**config.mk**
```make
export PLATFORM = sky130hd
export DESIGN_NAME = face_scan_controller_flat
export DESIGN_NICKNAME = d
export VERILOG_FILES = /design/src/rtl/face_scan_controller_if.sv /design/src/rtl/face_scan_controller.sv /design/src/flat_wrapper.sv
export SDC_FILE = /design/constraint.sdc
export NUM_CORES = 1
export LEC_CHECK = 0
export ABC_AREA = 1
export BUFFER_PORTS_ARGS = -buffer_cell sky130_fd_sc_hd__buf_2
export CAP_MARGIN = 20
export CORE_ASPECT_RATIO = 0.75
export CORE_MARGIN = 2
export CORE_UTILIZATION = 40
export CTS_CLUSTER_DIAMETER = 40
export DETAILED_ROUTE_END_ITERATION = 7
export GPL_TIMING_DRIVEN = 0
export SLEW_MARGIN = 15
export SYNTH_ARGS = -nofsm -noshare
export SYNTH_HDL_FRONTEND = slang
export SYNTH_SLANG_ARGS = --single-unit
```
**constraint.sdc**
```tcl
create_clock -name clk_in -period 2.4 [get_ports clk_in]
set_input_delay 0.48 -clock clk_in [delete_from_list [all_inputs] [get_ports clk_in]]
set_output_delay 0.48 -clock clk_in [all_outputs]
set_load 0.02 [all_outputs]
```
**src/rtl/face_scan_controller_if.sv**
```systemverilog
// Read-port bundle between the scan controller and the two halves of the face
// image buffer; both halves are addressed in lockstep.
interface face_scan_controller_if #(
    parameter int ADDRESS_SIZE = 11,
    parameter int PIXEL_SIZE   = 12
);
    logic [ADDRESS_SIZE-1:0] row_0_pixel_address;
    logic                    row_0_data_valid;
    logic [PIXEL_SIZE-1:0]   row_0_pixel_data;
    logic [ADDRESS_SIZE-1:0] row_1_pixel_address;
    logic                    row_1_data_valid;
    logic [PIXEL_SIZE-1:0]   row_1_pixel_data;

    modport master (
        output row_0_pixel_address,
        output row_0_data_valid,
        input  row_0_pixel_data,
        output row_1_pixel_address,
        output row_1_data_valid,
        input  row_1_pixel_data
    );

    modport slave (
        input  row_0_pixel_address,
        input  row_0_data_valid,
        output row_0_pixel_data,
        input  row_1_pixel_address,
        input  row_1_data_valid,
        output row_1_pixel_data
    );
endinterface

```
**src/rtl/face_scan_controller.sv**
```systemverilog
// Scan-out sequencer: reads both image halves row by row, slices pixels into
// BCM bit planes and drives a HUB75-style dual-scan panel.
module face_scan_controller #(
    parameter int NUM_BLOCK_ROWS = 16,
    parameter int NUM_PIXELS     = 128,
    parameter int POWER_MOD      = 16,
    parameter int OE_BASE_CYCLES = 64
) (
    input  logic                              clk_in,
    input  logic                              rst_in,
    input  logic                              enable_in,
    face_scan_controller_if.master            image,
    output logic                              r0_out,
    output logic                              g0_out,
    output logic                              b0_out,
    output logic                              r1_out,
    output logic                              g1_out,
    output logic                              b1_out,
    output logic                              shift_clk_out,
    output logic                              latch_out,
    output logic                              oe_n_out,
    output logic [$clog2(NUM_BLOCK_ROWS)-1:0] row_select_out,
    output logic                              frame_done_out
);
    localparam int L            = $clog2(POWER_MOD);
    localparam int ADDRESS_SIZE = $clog2(NUM_BLOCK_ROWS * NUM_PIXELS);
    localparam int LOG_ROWS     = $clog2(NUM_BLOCK_ROWS);
    localparam int COL_W        = $clog2(NUM_PIXELS) + 1;
    localparam int PLANE_W      = (L > 1) ? $clog2(L) : 1;
    localparam int DISP_W       = $clog2((OE_BASE_CYCLES << (L - 1)) + 1);

    typedef enum logic [1:0] {IDLE, SHIFT, LATCH, DISPLAY} state_t;

    state_t              state;
    logic [COL_W-1:0]    col;
    logic                phase;
    logic [LOG_ROWS-1:0] row;
    logic [PLANE_W-1:0]  plane;
    logic [DISP_W-1:0]   disp_count;

    logic [L-1:0] r0_plane, g0_plane, b0_plane, r1_plane, g1_plane, b1_plane;
    assign r0_plane = image.row_0_pixel_data[3*L-1:2*L];
    assign g0_plane = image.row_0_pixel_data[2*L-1:L];
    assign b0_plane = image.row_0_pixel_data[L-1:0];
    assign r1_plane = image.row_1_pixel_data[3*L-1:2*L];
    assign g1_plane = image.row_1_pixel_data[2*L-1:L];
    assign b1_plane = image.row_1_pixel_data[L-1:0];

    function automatic logic [ADDRESS_SIZE-1:0] row_start(input logic [LOG_ROWS-1:0] r);
        return ADDRESS_SIZE'(r) * ADDRESS_SIZE'(NUM_PIXELS);
    endfunction

    logic                last_plane, last_row, frame_end, display_done;
    logic                enter_shift, shift_last;
    logic [PLANE_W-1:0]  next_plane;
    logic [LOG_ROWS-1:0] next_row, entry_row;

    always_comb begin
        last_plane   = (plane == PLANE_W'(L - 1));
        last_row     = (row == LOG_ROWS'(NUM_BLOCK_ROWS - 1));
        frame_end    = last_plane && last_row;
        next_plane   = last_plane ? '0 : plane + 1'b1;
        next_row     = last_plane ? (last_row ? '0 : row + 1'b1) : row;
        display_done = (state == DISPLAY) && (disp_count == '0);
        // enable_in only matters in IDLE or at the frame boundary.
        enter_shift  = ((state == IDLE) && enable_in) ||
                       (display_done && !(frame_end && !enable_in));
        entry_row    = (state == DISPLAY) ? next_row : row;
        shift_last   = (state == SHIFT) && !phase && (col == COL_W'(NUM_PIXELS + 1));
    end

    // NOTE: all state and outputs update in one clocked block with non-blocking
    // assignments, so every output is registered and reads pre-edge values.
    always_ff @(posedge clk_in) begin
        if (rst_in) begin
            state                     <= IDLE;
            col                       <= '0;
            phase                     <= 1'b0;
            row                       <= '0;
            plane                     <= '0;
            disp_count                <= '0;
            image.row_0_pixel_address <= '0;
            image.row_1_pixel_address <= '0;
            image.row_0_data_valid    <= 1'b0;
            image.row_1_data_valid    <= 1'b0;
            {r0_out, g0_out, b0_out}  <= '0;
            {r1_out, g1_out, b1_out}  <= '0;
            shift_clk_out             <= 1'b0;
            latch_out                 <= 1'b0;
            oe_n_out                  <= 1'b1;
            row_select_out            <= '0;
            frame_done_out            <= 1'b0;
        end else begin
            frame_done_out <= 1'b0;
            unique case (state)
                IDLE: begin
                end
                SHIFT: begin
                    // col/phase encode k = 2*col + phase; outputs are set for k+1.
                    phase         <= ~phase;
                    shift_clk_out <= phase && (col != '0);
                    if (phase) begin
                        col <= col + 1'b1;
                        if ((col + 1'b1) < COL_W'(NUM_PIXELS)) begin
                            image.row_0_pixel_address <= row_start(row) + ADDRESS_SIZE'(col + 1'b1);
                            image.row_1_pixel_address <= row_start(row) + ADDRESS_SIZE'(col + 1'b1);
                        end
                    end
                    if (!phase && (col != '0) && (col <= COL_W'(NUM_PIXELS))) begin
                        r0_out <= r0_plane[plane];
                        g0_out <= g0_plane[plane];
                        b0_out <= b0_plane[plane];
                        r1_out <= r1_plane[plane];
                        g1_out <= g1_plane[plane];
                        b1_out <= b1_plane[plane];
                    end
                    if (shift_last) begin
                        state                  <= LATCH;
                        image.row_0_data_valid <= 1'b0;
                        image.row_1_data_valid <= 1'b0;
                        latch_out              <= 1'b1;
                        row_select_out         <= row;
                    end
                end
                LATCH: begin
                    latch_out  <= 1'b0;
                    oe_n_out   <= 1'b0;
                    disp_count <= (DISP_W'(OE_BASE_CYCLES) << plane) - 1'b1;
                    state      <= DISPLAY;
                end
                DISPLAY: begin
                    if (display_done) begin
                        oe_n_out       <= 1'b1;
                        row            <= next_row;
                        plane          <= next_plane;
                        frame_done_out <= frame_end;
                        state          <= IDLE;
                    end else begin
                        disp_count <= disp_count - 1'b1;
                    end
                end
            endcase
            if (enter_shift) begin
                state                     <= SHIFT;
                col                       <= '0;
                phase                     <= 1'b0;
                image.row_0_data_valid    <= 1'b1;
                image.row_1_data_valid    <= 1'b1;
                image.row_0_pixel_address <= row_start(entry_row);
                image.row_1_pixel_address <= row_start(entry_row);
            end
        end
    end
endmodule

```
**src/flat_wrapper.sv**
```systemverilog
// flat-port wrapper written by rule: the top's interface ports become plain ports
module face_scan_controller_flat 
#(
    parameter int NUM_BLOCK_ROWS = 16,
    parameter int NUM_PIXELS     = 128,
    parameter int POWER_MOD      = 16,
    parameter int OE_BASE_CYCLES = 64
)
  (clk_in, rst_in, enable_in, r0_out, g0_out, b0_out, r1_out, g1_out, b1_out, shift_clk_out, latch_out, oe_n_out, row_select_out, frame_done_out, image_row_0_pixel_address, image_row_0_data_valid, image_row_0_pixel_data, image_row_1_pixel_address, image_row_1_data_valid, image_row_1_pixel_data);
  face_scan_controller_if #(.ADDRESS_SIZE(11), .PIXEL_SIZE(12)) image_i ();
  input  logic clk_in;
  input  logic rst_in;
  input  logic enable_in;
  output logic r0_out;
  output logic g0_out;
  output logic b0_out;
  output logic r1_out;
  output logic g1_out;
  output logic b1_out;
  output logic shift_clk_out;
  output logic latch_out;
  output logic oe_n_out;
  output logic [$clog2(NUM_BLOCK_ROWS)-1:0] row_select_out;
  output logic frame_done_out;
  output wire logic [$bits(image_i.row_0_pixel_address)-1:0] image_row_0_pixel_address;
  output wire logic [$bits(image_i.row_0_data_valid)-1:0] image_row_0_data_valid;
  input wire logic [$bits(image_i.row_0_pixel_data)-1:0] image_row_0_pixel_data;
  output wire logic [$bits(image_i.row_1_pixel_address)-1:0] image_row_1_pixel_address;
  output wire logic [$bits(image_i.row_1_data_valid)-1:0] image_row_1_data_valid;
  input wire logic [$bits(image_i.row_1_pixel_data)-1:0] image_row_1_pixel_data;
  assign image_row_0_pixel_address = image_i.row_0_pixel_address;
  assign image_row_0_data_valid = image_i.row_0_data_valid;
  assign image_i.row_0_pixel_data = image_row_0_pixel_data;
  assign image_row_1_pixel_address = image_i.row_1_pixel_address;
  assign image_row_1_data_valid = image_i.row_1_data_valid;
  assign image_i.row_1_pixel_data = image_row_1_pixel_data;
  face_scan_controller #(.NUM_BLOCK_ROWS(NUM_BLOCK_ROWS), .NUM_PIXELS(NUM_PIXELS), .POWER_MOD(POWER_MOD), .OE_BASE_CYCLES(OE_BASE_CYCLES)) u_core (.clk_in(clk_in), .rst_in(rst_in), .enable_in(enable_in), .image(image_i), .r0_out(r0_out), .g0_out(g0_out), .b0_out(b0_out), .r1_out(r1_out), .g1_out(g1_out), .b1_out(b1_out), .shift_clk_out(shift_clk_out), .latch_out(latch_out), .oe_n_out(oe_n_out), .row_select_out(row_select_out), .frame_done_out(frame_done_out));
endmodule
```
# Yosys cells after proc, flatten, opt, wreduce, memory -nomap -nowiden
# Index checks and enable logic that the tools add are counted.
# classes
n_addsub,7
n_lt_le_gt_ge,3
eq_ne,11
n_shift,1
n_mux,33
n_bitwise,3
reduce_logical,39
# ops
op,count
2-to-1 mux 11 bit,4
case mux 10 bit (2 select lines),1
subtractor 10 x 1 -> 10 bit (second input constant),2
AND reduction 2 bit,8
binary-select mux 1 bit (select 2 bit),6
2-to-1 mux 1 bit,12
2-to-1 mux 4 bit,3
AND reduction 3 bit,4
nonzero test 2 bit,6
adder 11 bit,1
logical AND 1 bit,10
logical NOT 10 bit,1
2-to-1 mux 10 bit,1
left shift 7 x 2 -> 10 bit (first input constant),1
adder 8 x 1 -> 9 bit (second input constant),1
adder 8 x 1 -> 8 bit (second input constant),1
== test 8 bit (second input constant),1
less-or-equal comparator 8 bit (second input constant),1
less-than comparator 8 bit (second input constant),1
nonzero test 8 bit,1
== test 2 bit (second input constant),3
2-to-1 mux 2 bit,3
!= test 3 x 1 -> 1 bit (second input constant),2
case mux 2 bit (3 select lines),1
16 further kinds,22
# totals
reg_bits,53
output_inout_bits,38
word_cells,118

# Longest topological paths before layout
# Gate-level depths: netlist (run 1).
# depth
depth_word,8
mapped_depth,13

# Worst setup path before layout (run 1)
# Ideal clock, no wire load.
# synth_timing
path_type,reg-to-reg
from,register u_core.state[0]
to,register u_core.disp_count[8]
arrival_time_ns,1.720
t_required_ns,2.280
slack_ns,0.560
stages_incl_launch_ff,11
period_less_slack_ns,1.840
cell_sequence,dfxtp_1 -> ha_1 -> buf_2 -> clkbuf_1 -> nand2_1 -> ha_1 -> inv_1 -> nor2_1 -> nand4_1 -> xor2_1 -> a21oi_1
# synth_via
elab_chain_len,4
word_cells_on_any_way,7
# synth_rtl
element,line_no,text
from (decl),face_scan_controller.sv:34,state_t state;
from (signal assigned),face_scan_controller.sv:76,state <= IDLE;
from (signal assigned),face_scan_controller.sv:118,state <= LATCH;
from (signal assigned),face_scan_controller.sv:129,state <= DISPLAY;
== test 2 bit,"face_scan_controller.sv:64, face_scan_controller.sv:95",
logical AND 1 bit,face_scan_controller.sv:64,display_done = (state == DISPLAY) && (disp_count == '0);
!= test 2 bit (no source line),--,
AND reduction 2 bit (no source line),--,
to (signal assigned),face_scan_controller.sv:128,disp_count <= (DISP_W'(OE_BASE_CYCLES) << plane) - 1'b1;
to (signal assigned),face_scan_controller.sv:139,disp_count <= disp_count - 1'b1;
to (decl),face_scan_controller.sv:39,logic [DISP_W-1:0] disp_count;
# Parallel ways exist; a longest one is shown, timed or not.
# A chain may end at the register's enable or synchronous reset.

# Final worst setup path (run 1)
# layout_timing
from,register u_core.state[0]
to,register u_core.disp_count[6]
# Same word-level chain as after synthesis.

==> results of run 1 <==
==> per-layer routing <==
layer / vias up / part of all wire (%) / track usage (%)
met4: 0 / 0.80 / 3.026
li1: 1562 / - / -
met5: - / 0 / 0
met3: 8 / 5.9 / 3.734
met1: 1353 / 53 / 27.32
met2: 83 / 41 / 28.77
==> stage by stage <==
step	util, %	area, um^2	hold WS, ns
global route	49.21	3657	0.4234
global placement	47.63	3540	0.4557
floorplan	-	3093	0.4609
CTS	49.19	3656	0.4207
detailed placement	47.63	3540	0.4634
finish	49.21	3657	0.4168
==> path summary, 6_finish.rpt <==
check        slack (ns)                                  end                                start  cells past startpoint
max                0.22                 u_core.disp_count[6]                      u_core.state[0]                     12
max reg2reg        0.22                 u_core.disp_count[6]                      u_core.state[0]                     12
min reg2reg        0.48  u_core.image.row_0_pixel_address[2]  u_core.image.row_0_pixel_address[2]                      2
min                0.42                 u_core.disp_count[5]                               rst_in                      2
==> sequential cells by signal (all words and copies together) (netlist names), 2 cells and up <==
name / cells
u_core.state: 2
u_core.disp_count: 10
u_core.image.row_0_pixel_address: 7
u_core.image.row_1_pixel_address: 4
u_core.col: 8
u_core.plane: 2
u_core.row: 4
u_core.row_select_out: 4
==> cell type report <==
type	count	area share [%]
buffer	25	4.447
tap	101	3.455
multi-input combinational	315	46.15
inverter	48	4.995
clock inverter	1	0.8211
sequential	53	29.01
clock buffer	7	2.361
timing repair buffer	64	8.758
==> power by group through the flow <==
| stage | clock [mW] | sequential (mW) | combinational [mW] |
|---|---|---|---|
| 6_report | 0.649 | 1.06 | 0.746 |
| 2_1_floorplan | 0 | 1.07 | 0.546 |
| 4_1_cts | 0.654 | 1.06 | 0.745 |
| 5_1_grt | 0.686 | 1.07 | 0.849 |
| 3_3_place_gp | 0 | 1.07 | 0.729 |
| 3_5_place_dp | 0 | 1.07 | 0.743 |
==> layout by cell type (no fill, tap or decap), drive strengths merged, types with 2 or more instances in the layout <==
master,synthesis,layout
nand4,2,2
dfxtp,53,53
clkbuf,6,12
nand2,107,107
o21ai,43,43
a31oi,4,4
buf,19,84
or2,3,3
xnor2,2,2
o21a,2,2
o22ai,8,8
nor2,54,54
nor3,3,3
ha,16,16
a21oi,31,31
xor2,5,5
inv,48,48
nand3,29,29
==> timing repair <==
| action | 4_1_cts | 5_1_grt |
|---|---|---|
| hold buffers | 0 | 0 |
| gates resized for setup | 0 | 3 |
| endpoints found under the setup margin | 0 | 3 |
| hold endpoints to repair | 0 | 0 |
==> cell families (layout without fill, tap and decap cells) <==
family	count (synthesis)	after routing	synth area share, %
and+or+nand+nor	199	199	28.56
AOI/OAI and AO/OA	92	92	16.91
buffers and inverters	73	145	11.12
DFF	53	53	34.30
adders and majority gates	17	17	7.120
xor gates and xnor gates	7	7	1.982
==> results.yml, run 1 <==
outcome:
  outcome: "finished clean"
global_routing:
  track_usage_pct: 18.68
  grt_max_degree: 16
  grt_antenna_before_repair: 0
  grt_first_pass_wirelength_um: 12900
  grt_overflow: 0
  grt_pass1_vias: 2686
yosys:
  synthDominantCellAreaShare_pct: 34.30
  synth.ff_latch_count: 53
  synth.distinct_cells: 38
  syn-num-nets: 485
  synth_cells: 441
  yosysSeqAreaShare_pct: 34.30
  synth_area_leaders: "dfxtp_1 34%, nand2_1 12%, o21ai_0 6.8%"
  avgSynthCellArea_um2: 7.014
  yosys-top-cells-count: "102 x nand2_1, 53 x dfxtp_1, 46 x inv_1, 46 x nor2_1, 42 x o21ai_0"
  yosys.area.top_type: "dfxtp_1"
  syn_area_um2: 3093
  synth-main-ff-cell: "dfxtp_1"
  async_reset_ff_share_pct: 0
  synth_edf_count: 0
  ys_warn_count: 0
  synth.most_common_cell: "nand2_1"
floorplan:
  initial_core_util_pct: 41.62
  dieArea_um2: 8459
  die_y_um: 80.16
  num_rows: 27
  fp.dieW_um: 105.5
  coreArea_um2: 7432
  ios: 65
final_layout:
  layout.nets: 556
  final_cells: 614
  syn_to_final_growth_pct: 18.24
  drive_above_1_share_pct: 23.20
  register_area_um2: 1061
  n_antenna_cell: 0
  multi_input_area_um2: 1688
  nFillCells: 753
place:
  dpl.hpwl_um: 5884
  port_buffers: 64
  gp_congestion: 0.8664
  dp_cells: 606
  post-place-ws_ns: 0.07948
critical_path:
  cp_common_cell: "nand2_1"
  critPathArrivalTime_ns: 2.38
  crit_buf_inv: 4
  critPathRequiredTime_ns: 2.60
  slowest_delay_ns: 0.37
  crit_slowest_cell: "dfxtp_1"
  crit_path_max_fanout: 10
  path_cells: "ha_1, buf_2, buf_2, nand2_1, ha_1, inv_1, nor2_1, inv_1, nor2_1, nand2_1, nand2_1, a31oi_1"
  start_kind: "flop"
  crit_family: "simple AND/OR/NAND/NOR gates"
  critical_path_class: "flop to flop"
  cp-end-kind: "flop"
drt:
  drt_wl_total_um: 7670
  firstDrtPassIters: 7
  drc: 0
  detail_route.vias_per_cell: 4.896
  wire_per_inst_um: 12.49
  num_vias: 3006
  drt_iter0_drc: 212
  drt.antenna.violating_nets: 0
power_and_ir_drop:
  seq_power_share_pct: 43.1
  leakage_nw: 1.757
  swShare_pct: 35.77
  powerDensity_nw_per_um2: 670.9
  p_int_mw: 1.576
  peakVddDrop_uv: 360.4
  combPwrFrac_pct: 30.4
  clkPwrFrac_pct: 26.5
  power_mw: 2.454
  p_sw_uw: 877.6
clock_network:
  htree_num_levels: 2
  clockBufferDepth: 2
  postCtsSetupBuffers: 0
  cts_tree: "built"
  root_buffer: "clkbuf_8"
  numCtsBuffers: 5
  cts.clk_slew.worst_paths_ns: 0.09
  insertion_delay_ns: 0.31
  cts_sinks: 53
timing:
  tns_ns: 0
  setup_ws_ns: 0.2203
  post-route-period-util_pct: 90.82
  fmax_ghz: 0.4588
  rsz0062_at_grt: "no"
  hold_viol: 0
  skew_ns: 0.009481
  tightest_slew_ns: 0.5954
  setup_violations: 0
  slew_viol_final: 0
  period_minus_slack_ns: 2.180
  slew_headroom_pct: 60.30
flow_run:
  drv_cap: 0
hold_path:
  hp-class: "primary input to flop"
No activity file was read; power rests on OpenSTA's default activity.
==> run 2, diff against run 1 <==
CORE_UTILIZATION = 43   (was 40)
CTS_BUF_LIST = sky130_fd_sc_hd__clkbuf_4   (was unset)
PLACE_DENSITY = 0.65   (was unset)
==> results.yml, run 2 (synthesis results as in run 1) <==
outcome:
  outcome: "finished clean"
timing:
  timing.hold.ws_ns: 0.3341
  slew_viol_final: 0
  setup_ws_ns: 0.2705
  skew_ns: 0.01459
  rsz0062_at_grt: "no"
  hold_viol: 0
  slew_headroom_pct: 62.58
  setup_violations: 0
  tightest_slew_ns: 0.5613
  post-route-period-util_pct: 88.73
  period_minus_slack_ns: 2.130
  tns_ns: 0
  fmax_ghz: 0.4696
drt:
  wire_per_inst_um: 12.07
  num_vias: 2988
  detail_route.vias_per_cell: 4.890
  firstDrtPassIters: 4
  drc: 0
  drt_wl_total_um: 7372
  drt.antenna.violating_nets: 0
  drt_iter0_drc: 177
final_layout:
  largest_register: "u_core.disp_count"
  drive_above_1_share_pct: 23.20
  final_cell_mix: "102 x nand2_1, 67 x buf_2, 53 x dfxtp_1, 46 x inv_1, 46 x nor2_1"
  n_antenna_cell: 0
  syn_to_final_growth_pct: 16.91
  final_cells: 611
  layout.nets: 556
  final_common_cell: "nand2_1"
  largest_reg_flops: 10
  reg_top3: "u_core.disp_count x10, u_core.col x8, u_core.image.row_0_pixel_address x7"
clock_network:
  clockBufferDepth: 2
  cts.clk_slew.worst_paths_ns: 0.17
  insertion_delay_ns: 0.39
  cts_sinks: 53
  cts_tree: "built"
  root_buffer: "clkbuf_4"
  numCtsBuffers: 5
  postCtsSetupBuffers: 0
  htree_num_levels: 2
floorplan:
  die_y_um: 77.45
  initial_core_util_pct: 44.85
  num_rows: 26
  fp.dieW_um: 101.9
  ios: 65
  dieArea_um2: 7894
  coreArea_um2: 6897
critical_path:
  crit_path_max_fanout: 4
  critPathArrivalTime_ns: 2.46
  cp-end-kind: "flop"
  start_kind: "flop"
  critPathRequiredTime_ns: 2.73
  critical_path_class: "flop to flop"
  r2r_slack_ns: 0.27
global_routing:
  grt_max_degree: 17
  grt_first_pass_wirelength_um: 12350
  grt_antenna_before_repair: 0
  grt_pass1_vias: 2606
  grt_overflow: 0
  track_usage_pct: 19.25
flow_run:
  drv_cap: 0
power_and_ir_drop:
  peakVddDrop_uv: 294.5
  power_mw: 2.310
  leakage_nw: 1.737
  powerDensity_nw_per_um2: 638.8
place:
  gp_congestion: 0.8578
  dp_cells: 603
  post-place-ws_ns: 0.1545
  port_buffers: 64
  dpl.hpwl_um: 5708
hold_path:
  hp-class: "primary input to flop"
## run 2: layer usage
metal  up-vias  wire length [um]  GRT usage (%)
li1       1560                 -              -
met1      1333              3849          29.78
met2        93              3006          27.76
met3         2               502          4.054
met4         0                13          3.067
met5         -                 0              0
## run 2: cell type report
class,instances,area (um^2)
fillers,701,3281
repair buffers,64,320.3
clock inverters,3,41.29
well taps,98,122.6
plain buffers,25,162.7
clock buffers,5,37.54
flip-flops and latches,53,1061
multi-input cells,315,1688
inverters,48,182.7
## run 2: worst max-delay path, stage by stage (launching register included)
cell     delay [ns]
dfxtp_1        0.42
ha_1           0.19
nand2_1        0.07
inv_1          0.11
nand4_1        0.14
nor3_1         0.36
ha_1           0.30
nand2_1        0.06
inv_1          0.04
nand3_1        0.09
nand2_1        0.07
nand2_1        0.06
nand3_1        0.07
a21oi_1        0.12
## run 2: final timing paths
kind,cells after the start,from,end
max,13,u_core.col[1],u_core.image.row_1_pixel_address[10]
min,2,rst_in,u_core.row[0]
max reg2reg,13,u_core.col[1],u_core.image.row_1_pixel_address[10]
min reg2reg,2,u_core.image.row_0_pixel_address[1],u_core.image.row_0_pixel_address[1]
## run 2: repair_timing
action / CTS / global route
endpoints found under the hold margin: 0 / 0
hold buffers: 0 / 0
gates resized for setup: 0 / 2
endpoints found under the setup margin: 0 / 2
## run 2: report_power, final
group / internal [mW] / switching, mW
combinational: 0.260 / 0.471
clock: 0.216 / 0.302
sequential: 0.975 / 0.0864
total: 1.45 / 0.859
## run 2: stage by stage
step	utilization (%)	instance area, um^2
after floorplan	-	3093
after global placement	51.27	3536
after detailed placement	51.27	3536
after CTS	52.41	3615
after global routing	52.43	3616
final	52.43	3616
==> run 3, diff against run 2 <==
CORE_UTILIZATION = 57   (was 43)
PLACE_DENSITY = 0.83   (was 0.65)
==> results.yml, run 3 (synthesis results as in run 1) <==
power_and_ir_drop:
  peakVddDrop_uv: 361.3
  powerDensity_nw_per_um2: 644.3
  power_mw: 2.311
  leakage_nw: 1.735
hold_path:
  hp-class: "primary input to flop"
  min_to: "u_core.disp_count[5]"
  holdCritStartpoint: "rst_in"
  min_delay_path_depth: 2
global_routing:
  grt_first_pass_wirelength_um: 11830
  track_usage_pct: 25.15
  grt_max_degree: 18
  grt_overflow: 0
  grt_pass1_vias: 2602
  grt_antenna_before_repair: 0
critical_path:
  crit_path_max_fanout: 4
  critPathRequiredTime_ns: 2.71
  critical_path_class: "flop to flop"
  startpoint: "u_core.col[0]"
  reg2reg_to: "u_core.image.row_1_pixel_address[10]"
  r2r_slack_ns: 0.31
  start_kind: "flop"
  critPathArrivalTime_ns: 2.40
  cp-end-kind: "flop"
  reg2regPathDepth: 13
  r2r-start: "u_core.col[0]"
final_layout:
  n_antenna_cell: 0
  drive_above_1_share_pct: 23.24
  largest_reg_flops: 10
  final_cell_mix: "102 x nand2_1, 67 x buf_2, 53 x dfxtp_1, 46 x inv_1, 46 x nor2_1"
  final_common_cell: "nand2_1"
  layout.nets: 555
  reg_top3: "u_core.disp_count x10, u_core.col x8, u_core.image.row_0_pixel_address x7"
  syn_to_final_growth_pct: 15.98
  largest_register: "u_core.disp_count"
clock_network:
  insertion_delay_ns: 0.38
  post_cts_resize_count: 0
  cts_sinks: 53
  cts_hold_buf: 0
  numCtsBuffers: 5
  cts_tree: "built"
  cts.clk_slew.worst_paths_ns: 0.16
  root_buffer: "clkbuf_4"
  htree_num_levels: 2
  clockBufferDepth: 2
  postCtsSetupBuffers: 0
drt:
  drc: 0
  num_vias: 3054
  detail_route.vias_per_cell: 5.203
  drt.antenna.violating_nets: 0
  firstDrtPassIters: 6
  wire_per_inst_um: 12.69
  drt_wl_total_um: 7449
  drt_iter0_drc: 255
timing:
  fmax_ghz: 0.4796
  period_minus_slack_ns: 2.085
  rsz0062_at_grt: "no"
  post-route-period-util_pct: 86.88
  setup_violations: 0
  tightest_slew_ns: 0.5089
  skew_ns: 0.01460
  slew_headroom_pct: 66.07
  slew_viol_final: 0
  tns_ns: 0
  hold_viol: 0
floorplan:
  initial_core_util_pct: 58.41
  dieArea_um2: 6038
  num_rows: 23
  die_y_um: 67.80
  fp.dieW_um: 89.06
  coreArea_um2: 5295
  ios: 65
place:
  gp_congestion: 0.8498
  port_buffers: 64
  dpl.hpwl_um: 5733
outcome:
  outcome: "finished clean"
flow_run:
  drv_cap: 0
-- run 3: changes by cell type in the layout (fill, tap and decap cells not counted), sizes merged --
cell    before  now
clkbuf      11   10
-- run 3: critical path: stages (launching register included) --
cell and delay (ns):
dfxtp_1 0.41, ha_1 0.18, nand2_1 0.07, inv_1 0.10, nand4_1 0.15, nor3_1 0.34
ha_1 0.30, nand2_1 0.07, inv_1 0.04, nand3_1 0.08, nand2_1 0.05, nand2_1 0.05
nand3_1 0.06, a21oi_1 0.12
-- run 3: cell type report --
type	count	area (um^2)
tap	75	93.84
buffer	24	157.7
sequential	53	1061
clock buffer	5	37.54
fill	495	1708
inverter	48	182.7
multi-input combinational	315	1688
timing repair buffer	64	320.3
clock inverter	3	46.29
-- run 3: power by group --
| group | internal, mW | switching [mW] | leakage (nW) |
|---|---|---|---|
| Combinational | 0.259 | 0.480 | 1.26 |
| Clock | 0.221 | 0.291 | 0.0414 |
| Sequential | 0.974 | 0.0849 | 0.429 |
| Total | 1.45 | 0.856 | 1.73 |
-- run 3: how the worst max path moves through the flow --
stage                     slack, ns                                    to
after floorplan                0.56                  u_core.disp_count[8]
after CTS                      0.10                  u_core.disp_count[6]
after global routing           0.09  u_core.image.row_1_pixel_address[10]
after global placement         0.26                  u_core.disp_count[8]
final                          0.31  u_core.image.row_1_pixel_address[10]
after detailed placement       0.19                  u_core.disp_count[8]
-- run 3: layer usage --
metal	vias to the layer above	share of wire (%)	track usage [%]
li1	1555	-	-
met1	1389	48	36.53
met2	102	45	38.90
met3	8	6.6	4.279
met4	0	0.72	6.157
met5	-	0	0
-- run 3: stage by stage --
step | setup slack [ns] | instance area (um^2) | std cells | hold slack, ns | utilization, %
after floorplan | 0.5597 | 3093 | 441 | 0.4609 | -
after global placement | 0.2601 | 3507 | 580 | 0.4544 | 66.23
after detailed placement | 0.1910 | 3507 | 580 | 0.4618 | 66.23
after CTS | 0.1017 | 3591 | 588 | 0.3253 | 67.82
after global routing | 0.09220 | 3587 | 587 | 0.3320 | 67.75
final | 0.3148 | 3587 | 587 | 0.3391 | 67.75
